===== src/rtl/scan_seq_ctrl.sv =====
// Scan chain sequencer: serial load, capture, serial unload of one mux-D chain.
// One shift register serves both load and unload; scan_se is registered.
module scan_seq_ctrl #(
    parameter int CHAIN_LEN  = 32,
    parameter int CAP_CYCLES = 1,
    parameter int CNT_W      = $clog2(CHAIN_LEN + CAP_CYCLES + 1)
) (
    input  logic                 nvdla_core_clk,
    input  logic                 nvdla_core_rst,
    input  logic                 cmd_valid,
    output logic                 cmd_ready,
    input  logic [CHAIN_LEN-1:0] cmd_pattern,
    output logic                 scan_se,
    output logic                 scan_si,
    input  logic                 scan_so,
    output logic                 resp_valid,
    input  logic                 resp_ready,
    output logic [CHAIN_LEN-1:0] resp_data,
    output logic                 busy
);

    typedef enum logic [2:0] {
        S_IDLE,
        S_SHIFT,
        S_CAPTURE,
        S_UNLOAD,
        S_RESP
    } state_t;

    localparam logic [CNT_W-1:0] LAST_SH  = CNT_W'(CHAIN_LEN - 1);
    localparam logic [CNT_W-1:0] LAST_CAP = CNT_W'(CAP_CYCLES - 1);

    state_t                 r_state;
    state_t                 w_nxt;
    logic [CNT_W-1:0]       r_cnt;
    logic [CHAIN_LEN-1:0]   r_sreg;
    logic                   w_scan_phase;
    logic                   w_cnt_en;

    always_comb begin
        w_nxt = r_state;
        unique case (r_state)
            S_IDLE:    if (cmd_valid)          w_nxt = S_SHIFT;
            S_SHIFT:   if (r_cnt == LAST_SH)   w_nxt = S_CAPTURE;
            S_CAPTURE: if (r_cnt == LAST_CAP)  w_nxt = S_UNLOAD;
            S_UNLOAD:  if (r_cnt == LAST_SH)   w_nxt = S_RESP;
            S_RESP:    if (resp_ready)         w_nxt = S_IDLE;
            default:                           w_nxt = S_IDLE;
        endcase
    end

    assign w_scan_phase = (r_state == S_SHIFT) || (r_state == S_UNLOAD);
    assign w_cnt_en     = w_scan_phase || (r_state == S_CAPTURE);

    always_ff @(posedge nvdla_core_clk) begin
        if (nvdla_core_rst) begin
            r_state    <= S_IDLE;
            r_cnt      <= '0;
            r_sreg     <= '0;
            scan_se    <= 1'b0;
            resp_valid <= 1'b0;
        end else begin
            r_state    <= w_nxt;
            // Decoded from next state so scan_se lines up with the shift edges
            scan_se    <= (w_nxt == S_SHIFT) || (w_nxt == S_UNLOAD);
            resp_valid <= (w_nxt == S_RESP);
            if ((w_nxt != r_state) || !w_cnt_en)
                r_cnt <= '0;
            else
                r_cnt <= r_cnt + 1'b1;
            if ((r_state == S_IDLE) && cmd_valid)
                r_sreg <= cmd_pattern;
            else if (w_scan_phase)
                r_sreg <= {r_sreg[CHAIN_LEN-2:0], scan_so};
        end
    end

    // Unload zero-fills, so only the load phase exposes sreg on scan_si
    assign scan_si   = (r_state == S_SHIFT) & r_sreg[CHAIN_LEN-1];
    assign resp_data = r_sreg;
    assign cmd_ready = (r_state == S_IDLE);
    assign busy      = (r_state != S_IDLE);

endmodule


===== config.mk =====
export PLATFORM = sky130hd
export DESIGN_NAME = scan_seq_ctrl
export DESIGN_NICKNAME = d
export VERILOG_FILES = /design/src/rtl/scan_seq_ctrl.sv
export SDC_FILE = /design/constraint.sdc
export NUM_CORES = 1
export LEC_CHECK = 0
export ABC_AREA = 0
export BUFFER_PORTS_ARGS = -buffer_cell sky130_fd_sc_hd__buf_2
export CAP_MARGIN = 20
export CORE_ASPECT_RATIO = 0.7
export CORE_MARGIN = 1.5
export CORE_UTILIZATION = 45
export DETAILED_ROUTE_END_ITERATION = 12
export PLACE_DENSITY = 0.75
export SETUP_SLACK_MARGIN = 0.1
export SYNTH_ARGS = -nofsm -noshare
export SYNTH_HDL_FRONTEND = slang
export SYNTH_SLANG_ARGS = --single-unit
export TNS_END_PERCENT = 30

===== constraint.sdc =====
create_clock -name nvdla_core_clk -period 1.5 [get_ports nvdla_core_clk]
set_clock_uncertainty 0.05 [all_clocks]
set_input_delay 0.15 -clock nvdla_core_clk [delete_from_list [all_inputs] [get_ports nvdla_core_clk]]
set_output_delay 0.15 -clock nvdla_core_clk [all_outputs]
set_load 0.005 [all_outputs]

Yosys cells after proc, flatten, opt, wreduce, memory -nomap -nowiden
Cells that the tools add are included.
Cells by class
  $add $sub $neg: 1
  eq/ne operators: 9
  mux-type cells: 8
  bitwise operators: 1
  reduce and logical (&&, ||, !) cells: 11
Operator list (number)
  two-way mux 32 bit: 2
  two-way mux 3 bit: 5
  case mux 3 bit (5 select lines): 1
  equality test 3 x 2 -> 1 bit (second input constant): 3
  adder 6 x 1 -> 6 bit (second input constant): 1
  equality test 3 x 1 -> 1 bit (second input constant): 2
  equality test 3 bit (second input constant): 2
  equality test 6 x 5 -> 1 bit (second input constant): 1
  logical NOT 6 bit: 1
  logical OR 1 bit: 4
  logical NOT 3 bit: 1
  inequality test 3 bit: 1
  nonzero test 3 bit: 1
  nonzero test 2 bit: 1
  OR reduction 2 bit: 1
  AND 1 bit: 1
  logical AND 1 bit: 1
  logical NOT 1 bit: 1
Storage, ports and cells
  register bits after elaboration: 43
  word-level logic and storage cells: 35

Depth between registers and ports, before layout
Gate-level depths: netlist of run 1.
  depth after elaboration: 6
  mapped depth: 6
  gate-level depth less buffers: 5

Worst setup path before layout of run 1
No wires, ideal clock.
  path kind: reg-to-reg
  from: register r_state[2]
  to: register r_sreg[24], in the netlist resp_data[24]
  library setup time: 0.147 ns
  data arrival time: 1.406 ns
  required time: 1.303 ns
  slack: -0.103 ns
  cell stages (with the launch flop): 7
  path buffers: 3
  period minus slack after synthesis: 1.603 ns
  path through: dfxtp_1 -> buf_6 -> or4b_4 -> buf_6 -> buf_2 -> nor2_1 -> a311oi_2
Between the ends
  cells in the longest elaborated chain, start to end: 3
RTL lines
  start: declaration: RTL line 33  | state_t r_state;
  start signal: assignment: RTL line 63  | r_state <= w_nxt;
  equality test 3 x 1 -> 1 bit, or another cell as far along: RTL line 52  | assign w_scan_phase = (r_state == S_SHIFT) || (r_state == S_UNLOAD);
  logical OR 1 bit / logical AND 1 bit (equally long branches): RTL line 52, 71
  nonzero test 2 bit (no line) / two-way mux 32 bit (equally long branches)
  end signal: assignment: RTL line 72  | r_sreg <= cmd_pattern;
  end signal: assignment: RTL line 74  | r_sreg <= {r_sreg[CHAIN_LEN-2:0], scan_so};
  end: declaration: RTL line 36  | logic [CHAIN_LEN-1:0] r_sreg;
Parallel ways exist; a longest one is shown, timed or not.
A chain may end at the register's enable or synchronous reset.

Worst setup path after layout of run 1
  from: register r_state[0]
  to: register r_sreg[29], in the netlist resp_data[29]
The elaborated chain is that of the path after synthesis.

==> results.md, run 1 <==
- Outcome: finished, violations left
- Failing checks: DRC, setup timing
- Placement Setup Slack: -0.01525 ns
- Fmax: 0.6516 GHz
- First-pass GRT wire length: roughly 9000 µm
- Rows: 20
- Congestion Overflow GR: 0
- CTS tree: yes
- Crit path arrival time: 1.66 ns
- PnR worst setup slack: -0.03478 ns
- Drt first pass iters: 8
- Leakage: 0.001159 µW
- Area contributors post-synth: dfxtp_1 (40%), a311oi_2 (21%), nand2_1 (11%)
- Leading area contributor after synthesis: dfxtp_1
- Synth Warn #: 0
- Drt drc: 6
- PD cells: 1029 nW/µm²
- Initial Utilization: 48.20%
- Post-synth net total: between 200 and 300
- Number of nets in the final layout: 354
- Worst setup EP type: flop
- Critical path class: flop to flop
- H-Tree Level Count: 2
- Die Width: 85.56 µm
- Syn Inst Count: 237
- Clock-pin slew on the worst setup and hold paths: 0.09 ns
- Least-Margin Pin Slew: ~0.4 ns
- FF+latch count, synth: 43
- Tot GR Track Use: 22.27%
- CTS Buffer Depth: 2
- # fillers: between 300 and 400
- WL final: 5589 µm
- Vias in the first global route: 1,883
- Worst-Skew Late Latency: 0.30 ns
- Antenna Diode Count: 0
- Total power: 2983 µW
- Area share of the largest cell type after synthesis: around two fifths
- HPWL Detailed: approximately 3900 µm
- Final Max Tran Viols: 0
- Routed Antenna Nets: 0
- Total CTS buffers: 5
- Mapped cell area: 2147 µm²
- CP Max Fanout: 29
- Initial antenna violation count: 0
- Hold WC Path Type: input pin to flop
- WP data required: 1.62 ns
- Min Clock Period, post-route: 1.535 ns
- Vias per std cell: between 5 and 6
- DR vias: 2,016
- Clock sinks: 43
- Layout cells sized above 1: a little under three fifths
- Post-synthesis average cell area: 9.059 µm²
- Startpoint types: flop
- Max_slew headroom: 72.68%
- Die area: 5201 µm²
- GPL Wtd Cong: 0.8340
- Area growth syn-to-layout: 35.02%
- Tcrit/Tclk final: 102.3%
- Drt initial violations: approximately 110
- Endpoints failing setup: 14
- Fin. Hold Viols: 0
- Total core area: 4454 µm²
- # IOs: 74
- Cell variety after synth: 30
- Routed WL per cell: 15.06 µm
- RSZ-0062 raised after global routing: true
- Largest net degree at the start of global routing: 34
- Port bufs: 73
- Max VDD drop: 554.5 µV
- Sequential area share after synthesis: around two fifths
- Die Height: 60.79 µm
- Clk root buf: clkbuf_8
- Max-cap violations: 0
[flip-flops by register name, summed over array words and instances (netlist names)]
name        cells
scan_se         1
resp_valid      1
r_state         3
r_cnt           6
resp_data      32
[path summary, 6_finish.rpt]
kind                   from  slack (ns)  cells after the start       endpoint
min reg2reg   resp_data[30]        0.45                      2  resp_data[30]
max              r_state[0]       -0.03                      4  resp_data[29]
min          nvdla_core_rst        0.05                      2     r_state[2]
max reg2reg      r_state[0]       -0.03                      4  resp_data[29]
[area by class of cell]
type                            count  area [µm²]  area share (%)
Clock buffer                        5       68.82           2.374
Clock inverter                      3       67.56           2.331
Inverter                            3       11.26          0.3884
Multi-Input combinational cell    170        1272           43.89
Sequential cell                    43       869.6           30.00
Tap cell                           55       68.82           2.374
Timing Repair Buffer               92       540.5           18.64
[metrics by stage]
| step | hold WS, ns | instance area (µm²) | setup TNS (ns) | instances | utilization, % |
|---|---|---|---|---|---|
| floorplan | 0.2760 | 2233 | -1.954 | 237 | - |
| global placement | 0.3597 | 2649 | 0 | 361 | 59.47 |
| detailed placement | 0.3694 | 2649 | -0.03735 | 361 | 59.47 |
| CTS | 0.03625 | 2848 | -0.1468 | 371 | 63.93 |
| global route | 0.06946 | 2899 | -1.348 | 371 | 65.08 |
| finish | 0.04824 | 2899 | -0.1548 | 371 | 65.08 |
[critical path, cell delays in order, from the launching register on]
cell and delay (ns):
dfxtp_4 0.37, or4b_4 0.56, buf_12 0.21, nor2_2 0.13
a311oi_2 0.06
[cell families after synthesis]
family          count (synthesis)  synth area share (%)
buf+inv                        24                 7.867
fa+ha+maj                       2                 1.165
simple gates                  122                 24.59
mux                             1                0.4662
compound gates                 42                 24.59
xor+xnor                        3                 1.224
flops                          43                 40.09
[routing by layer]
layer / global-route usage [%] / vias up / share of wire [%]
met5: 0 / - / 0
met4: 6.682 / 0 / 0.82
met3: 5.986 / 5 / 7.8
met2: 34.98 / 74 / 45
met1: 30.50 / 944 / 47
li1: - / 993 / -
[synthesized netlist by cell type]
library cell and number:
nor4b_1 2, nor3b_1 2, buf_6 3, nand3_1 6
nor3_1 5, mux2i_1 1, a211oi_1 1, ha_1 2
xnor2_1 1, a22oi_1 2, inv_1 3, a41oi_1 1
nand2b_1 2, nand2_1 62, and3_1 1, or3_1 3
a21oi_1 5, buf_2 6, or4b_4 1, nor2_1 34
a2111o_1 1, buf_12 3, clkbuf_1 9, nor2b_1 2
xor2_1 2, o21ai_0 2, nor4_1 1, dfxtp_1 43
nor4bb_1 1, a311oi_2 30
[cells in the final DEF (no fill, tap or decap), types with 2 or more instances in the layout]
cell and count:
bufinv_16 2, dfxtp_2 4, a311oi_2 30, xor2_1 2
a22oi_1 2, nor3_1 4, nor2_2 29, buf_4 15
nor3b_2 2, nand3_1 5, buf_2 73, or3_1 2
nand2_1 62, buf_6 2, nor4b_1 2, nor2_1 4
dfxtp_1 38, clkbuf_8 5, inv_2 2, a21oi_1 5
o21ai_0 2, buf_12 2
[power breakdown]
part / internal (µW) / switching [µW]
combinational: 274 / 314
clock: 664 / 429
sequential: 1230 / 69.5
total: 2170 / 812
[what timing repair did]
| action | 4_1_cts | 5_1_grt |
|---|---|---|
| setup buffers | 2 | 0 |
| hold endpoints to repair | 0 | 0 |
| pin swaps | 1 | 2 |
| endpoints found under the setup margin | 41 | 44 |
| resized for setup | 14 | 12 |
| hold buffers | 0 | 0 |
(Power assumes the default switching activity.)
==> run 2: changes to the inputs <==
--- a/config.mk
+++ b/config.mk
@@ -14,7 +14,7 @@
 export DETAILED_ROUTE_END_ITERATION = 12
 export PLACE_DENSITY = 0.75
 export SETUP_SLACK_MARGIN = 0.1
+export SLEW_MARGIN = 40
 export SYNTH_ARGS = -nofsm -noshare
 export SYNTH_HDL_FRONTEND = slang
 export SYNTH_SLANG_ARGS = --single-unit
-export TNS_END_PERCENT = 30
==> constraint.sdc (replaced) <==
create_clock -name nvdla_core_clk -period 1.5 [get_ports nvdla_core_clk]
set_clock_uncertainty 0.05 [all_clocks]
set_input_delay 0 -clock nvdla_core_clk [delete_from_list [all_inputs] [get_ports nvdla_core_clk]]
set_output_delay 0 -clock nvdla_core_clk [all_outputs]
set_load 0.005 [all_outputs]
==> results.md, run 2 (synthesized netlist as in run 1, its figures left out) <==
- Least-Margin Pin Slew: 0.3383 ns
- Seq pwr share: 46.3%
- Total core area: 4454 µm²
- Largest net degree at the start of global routing: 29
- Port bufs: 73
- Min Clock Period, post-route: 1.540 ns
- Worst Hold Launch: resp_ready
- Combinational power share: 24.5%
- Reg2Reg Launch Point: r_state[2]
- Worst Hold Slack: approximately 0.078 ns
- # IOs: 74
- WP data required: between 1.5 and 2 ns
- Clk root buf: clkbuf_8
- Die area: 5201 µm²
- Hold path cells: 4
- Vias in the first global route: 1,980
- Area growth syn-to-layout: 50.58%
- Rows: 20
- Leakage: 0.001303 µW
- Tcrit/Tclk final: 102.7%
- Commonest non-fill, non-tap cell in the layout: buf_2
- CTS Buffer Depth: 2
- Total CTS buffers: 5
- Crit. Startpoint: r_state[2]
- DR vias: about 2.1k
- Failing checks: DRC, setup timing
- Max reg flops: 32
- Worst-Skew Late Latency: 0.29 ns
- Crit-path slowest cell: or4b_4
- Global Route met3 Usage: 6.259%
- Drt first pass iters: 8
- Most frequent cells in the layout: buf_2 (73), nand2_1 (62), dfxtp_1 (40), dlygate4sd3_1 (33)
- Clock-pin slew on the worst setup and hold paths: 0.08 ns
- HPWL Detailed: 3736 µm
- WL final: 6090 µm
- Fin. Hold Viols: 0
- Crit path arrival time: 1.67 ns
- Startpoint types: flop
- Clock sinks: 43
- PD cells: between 800 and 900 nW/µm²
- Worst R2R Path Depth: 4
- Grt met1 use: 28.15%
- Critical path class: flop to flop
- PnR worst setup slack: -0.04032 ns
- Initial Utilization: 48.20%
- First-pass GRT wire length: 9225 µm
- GPL Wtd Cong: 0.8350
- P_sw: 806.9 µW
- Met2 usage: 40.83%
- Initial antenna violation count: 0
- Switching portion of total power: approximately 29%
- Outcome: finished, violations left
- Routed Antenna Nets: 0
- Max incr delay on CP: ~0.62 ns
- Max_slew headroom: 77.13%
- Crit-path cells: or4b_4 > buf_12 > nor2_2 > a311oi_4
- Fmax: about 0.65 GHz
- Congestion Overflow GR: 0
- Int Pwr: 2002 µW
- Max-cap violations: 0
- Endpoints failing setup: 4
- Vias per std cell: ~5.2
- Postcts setup bufs: 0
- CP Max Fanout: 20
- Drt drc: 7
- CTS tree: yes
- Max VDD drop: 535.7 µV
- Die Width: between 80 and 90 µm
- Antenna Diode Count: 0
- Layout cells sized above 1: about half
- Busiest grt layer: met2
- Routed WL per cell: 15.11 µm
- Die Height: just over 60 µm
- Hold WC Path Type: input pin to flop
- Placement Setup Slack: around 0.017 ns
- # fillers: 349
- Part of the power in the clock network: 29.2%
- RSZ-0062 raised after global routing: true
- Tot GR Track Use: 23.36%
- Final Max Tran Viols: 0
- Drt initial violations: 154
- Worst setup EP type: flop
- Number of nets in the final layout: 386
- H-Tree Level Count: 2
## run 2: what timing repair did
action	4_1_cts	5_1_grt
pin swaps	1	3
hold buffers	33	0
gates resized for setup	10	10
setup endpoints to repair	40	45
hold endpoints to repair	32	0
cloned	0	1
## run 2: path summary, 6_finish.rpt
kind / to / slack, ns
setup / recovery: resp_data[6] / -0.04
hold / removal: r_state[2] / 0.08
setup reg to reg: resp_data[6] / -0.04
hold reg to reg: resp_data[2] / 0.45
## run 2: layout make-up
class,count,area (µm²),share of cell area (%)
tap,55,68.82,2.128
inverter,3,11.26,0.3483
multi-input combinational,170,1286,39.78
timing repair buffer,124,902.1,27.90
clock buffer,8,100.1,3.096
sequential,43,864.6,26.74
## run 2: power groups by stage
stage | clock network (µW) | registers [µW] | logic, µW
finish | 821 | 1300 | 687
global route | 869 | 1310 | 742
CTS | 827 | 1300 | 660
detailed placement | 0 | 1320 | 583
global placement | 0 | 1320 | 568
floorplan | 0 | 1330 | 363
## run 2: critical path, delay by kind of cell, from the launching register on
| family | cells | cell delay (ns) |
|---|---|---|
| AND/OR/NAND/NOR | 2 | 0.77 |
| AO/OA/AOI/OAI | 1 | 0.06 |
| flip-flops | 1 | 0.32 |
| buffers and inverters | 1 | 0.21 |
## run 2: stage by stage
stage / cell area (µm²) / std cells / TNS (ns) / utilization (%) / total power, µW
6_report: 3233 / 403 / -0.07281 / 72.58 / 2809
5_1_grt: 3233 / 403 / -0.8164 / 72.58 / 2923
4_1_cts: 3151 / 402 / 0 / 70.73 / 2785
3_5_place_dp: 2675 / 361 / 0 / 60.06 / 1905
3_3_place_gp: 2675 / 361 / 0 / 60.06 / 1890
2_1_floorplan: 2235 / 237 / -1.954 / - / 1689
## run 2: metal layers
layer  vias to the layer above  routed length, µm
met5                         -                  0
li1                       1048                  -
met2                        77               2943
met4                         0                 90
met3                        11                351
met1                       971               2704
==> run 3: changes to the inputs <==
--- a/config.mk
+++ b/config.mk
@@ -6,7 +6,7 @@
 export NUM_CORES = 1
 export LEC_CHECK = 0
 export ABC_AREA = 0
-export BUFFER_PORTS_ARGS = -buffer_cell sky130_fd_sc_hd__buf_2
+export BUFFER_PORTS_ARGS = -buffer_cell sky130_fd_sc_hd__buf_4
 export CAP_MARGIN = 20
 export CORE_ASPECT_RATIO = 0.7
 export CORE_MARGIN = 1.5
==> results.md, run 3 (synthesized netlist as in run 1, its figures left out) <==
- Crit-path leading delay family: buffers and inverters
- Clk root buf: clkbuf_8
- Clock-pin slew on the worst setup and hold paths: 0.08 ns
- Max VDD drop: approximately 410 µV
- Drt first pass iters: 8
- Tot GR Track Use: 23.41%
- DR vias: 2,159
- Switching portion of total power: 28.84%
- Total CTS buffers: 5
- Die Height: 60.79 µm
- Commonest non-fill, non-tap cell in the layout: buf_4
- WP data required: ~1.5 ns
- Routed Antenna Nets: 0
- Reg-to-Reg End: resp_data[16]
- Endpoints failing setup: 2
- Fmax: roughly 0.66 GHz
- WL final: 6015 µm
- # IOs: 74
- Finished Layout Cells: 403
- Layout cells sized above 1: 50.00%
- Hold path endpoint: resp_data[8]
- Seq pwr share: 46.9%
- Reg2Reg Launch Point: r_state[0]
- Worst Hold Launch: cmd_pattern[8]
- Worst R2R Path Depth: 3
- Outcome: finished, violations left
- Int Pwr: ~2000 µW
- Max-cap violations: 0
- Worst setup EP type: output port
- Worst-Skew Late Latency: ~0.29 ns
- Initial Utilization: 48.20%
- RSZ-0062 raised after global routing: true
- Final Max Tran Viols: 0
- Largest net degree at the start of global routing: 27
- Vias per std cell: 5.357
- Failing checks: DRC, setup timing
- Hold path cells: 3
- Combinational power share: 27.7%
- Max incr delay on CP: 0.33 ns
- Placed instance count: 361
- Hold WC Path Type: input pin to flop
- Rows: 20
- Fin. Hold Viols: 0
- Most frequent cells in the layout: buf_4 (86), nand2_1 (62), dfxtp_1 (39), dlygate4sd3_1 (32), a311oi_2 (29)
- Leakage: 0.001350 µW
- CTS Buffer Depth: 2
- Initial antenna violation count: 0
- Antenna Diode Count: 0
- Drt drc: 7
- Crit path arrival time: around 1.5 ns
- Clock sinks: 43
- PnR worst setup slack: -0.009742 ns
- Max reg flops: 32
- Crit-path cells: buf_4 > nand2b_4 > buf_12 > nor3b_4 > buf_4
- Least-Margin Pin Slew: 0.3383 ns
- Critical path class: flop to output port
- Crit path buf inv count: 3
- Vias in the first global route: 1,987
- Total core area: 4454 µm²
- P_sw: 803.2 µW
- Routed WL per cell: 14.93 µm
- Max_slew headroom: 77.13%
- First-pass GRT wire length: 9535 µm
- HPWL Detailed: 3987 µm
- Area growth syn-to-layout: 58.74%
- Part of the power in the clock network: 25.4%
- PD cells: 817.0 nW/µm²
- Die Width: between 80 and 90 µm
- Drt initial violations: 90
- Congestion Overflow GR: 0
- Port bufs: 73
- CTS tree: yes
- FF-to-FF setup slack: 0 ns
- CP Max Fanout: 15
- Placement Setup Slack: 0.01581 ns
- Crit-path slowest cell: dfxtp_1
- Startpoint types: flop
- Most numerous cell on the critical path: buf_4
- Die area: 5201 µm²
- H-Tree Level Count: 2
- Tcrit/Tclk final: 100.6%
- Min Clock Period, post-route: approximately 1.5 ns
- Number of nets in the final layout: 386
- GPL Wtd Cong: 0.8096
-- run 3: cell count changes in the layout (fill, tap and decap cells not counted), sizes merged --
cell / change
clkinv: +3
buf: +1
bufbuf: +1
clkbuf: -4
dlygate4sd3: -1
-- run 3: cell type report --
class / count / area (µm²)
multi-input cells: 170 / 1280
repair buffers: 124 / 1099
fillers: 312 / 1046
flip-flops and latches: 43 / 865.8
clock buffers: 5 / 68.82
well taps: 55 / 68.82
clock inverters: 3 / 15.01
inverters: 3 / 11.26
-- run 3: layer usage --
layer | part of all wire, % | vias to the layer above | wire length, µm | GRT usage (%)
met5 | 0 | - | 0 | 0
met4 | 0.63 | 0 | 38 | 7.373
met3 | 6.3 | 4 | 377 | 5.578
met2 | 46 | 72 | 2785 | 36.67
met1 | 47 | 1026 | 2814 | 32.45
li1 | - | 1057 | - | -
-- run 3: how the worst max path moves through the flow --
| stage | from | end | slack (ns) | cells after the start |
|---|---|---|---|---|
| after floorplan | r_state[2] | resp_data[10] | -0.07 | 6 |
| after global placement | r_state[2] | resp_data[2] | 0.04 | 5 |
| after detailed placement | r_state[2] | resp_data[3] | 0.02 | 4 |
| after CTS | r_state[0] | resp_data[21] | 0.008 | 3 |
| after global routing | r_cnt[0] | r_cnt[4] | -0.08 | 5 |
| final | r_state[2] | scan_si | -0.01 | 5 |
-- run 3: stage by stage --
| step | hold slack (ns) | power (µW) | TNS, ns | utilization (%) | instance area [µm²] |
|---|---|---|---|---|---|
| after global placement | 0.2268 | 1970 | 0 | 64.44 | 2870 |
| after global routing | 0.01146 | 2932 | -0.9557 | 76.52 | 3408 |
| after detailed placement | 0.2443 | 1985 | 0 | 64.44 | 2870 |
| final | 0.01594 | 2784 | -0.009976 | 76.52 | 3408 |
| after floorplan | 0.1260 | 1689 | -1.954 | - | 2235 |
| after CTS | 0.004432 | 2780 | 0 | 75.14 | 3347 |
-- run 3: worst min-delay path: cells and delay by family --
kind	cells	cell delay [ns]
buffers and inverters	1	0.12
AO/OA/AOI/OAI	1	0.06
AND/OR/NAND/NOR	1	0.13
-- run 3: timing repair --
action / 4_1_cts / 5_1_grt
resized for setup: 10 / 10
pin swaps: 2 / 0
buffers inserted: 1 / 0
hold buffers: 31 / 1
setup endpoints to repair: 40 / 45
hold endpoints to repair: 30 / 1
cloned: 1 / 0
-- run 3: power groups by stage --
stage	sequential, µW	combinational [µW]	clock (µW)
finish	1310	771	707
global route	1320	828	786
CTS	1310	751	725
detailed placement	1330	655	0
global placement	1330	640	0
floorplan	1330	363	0
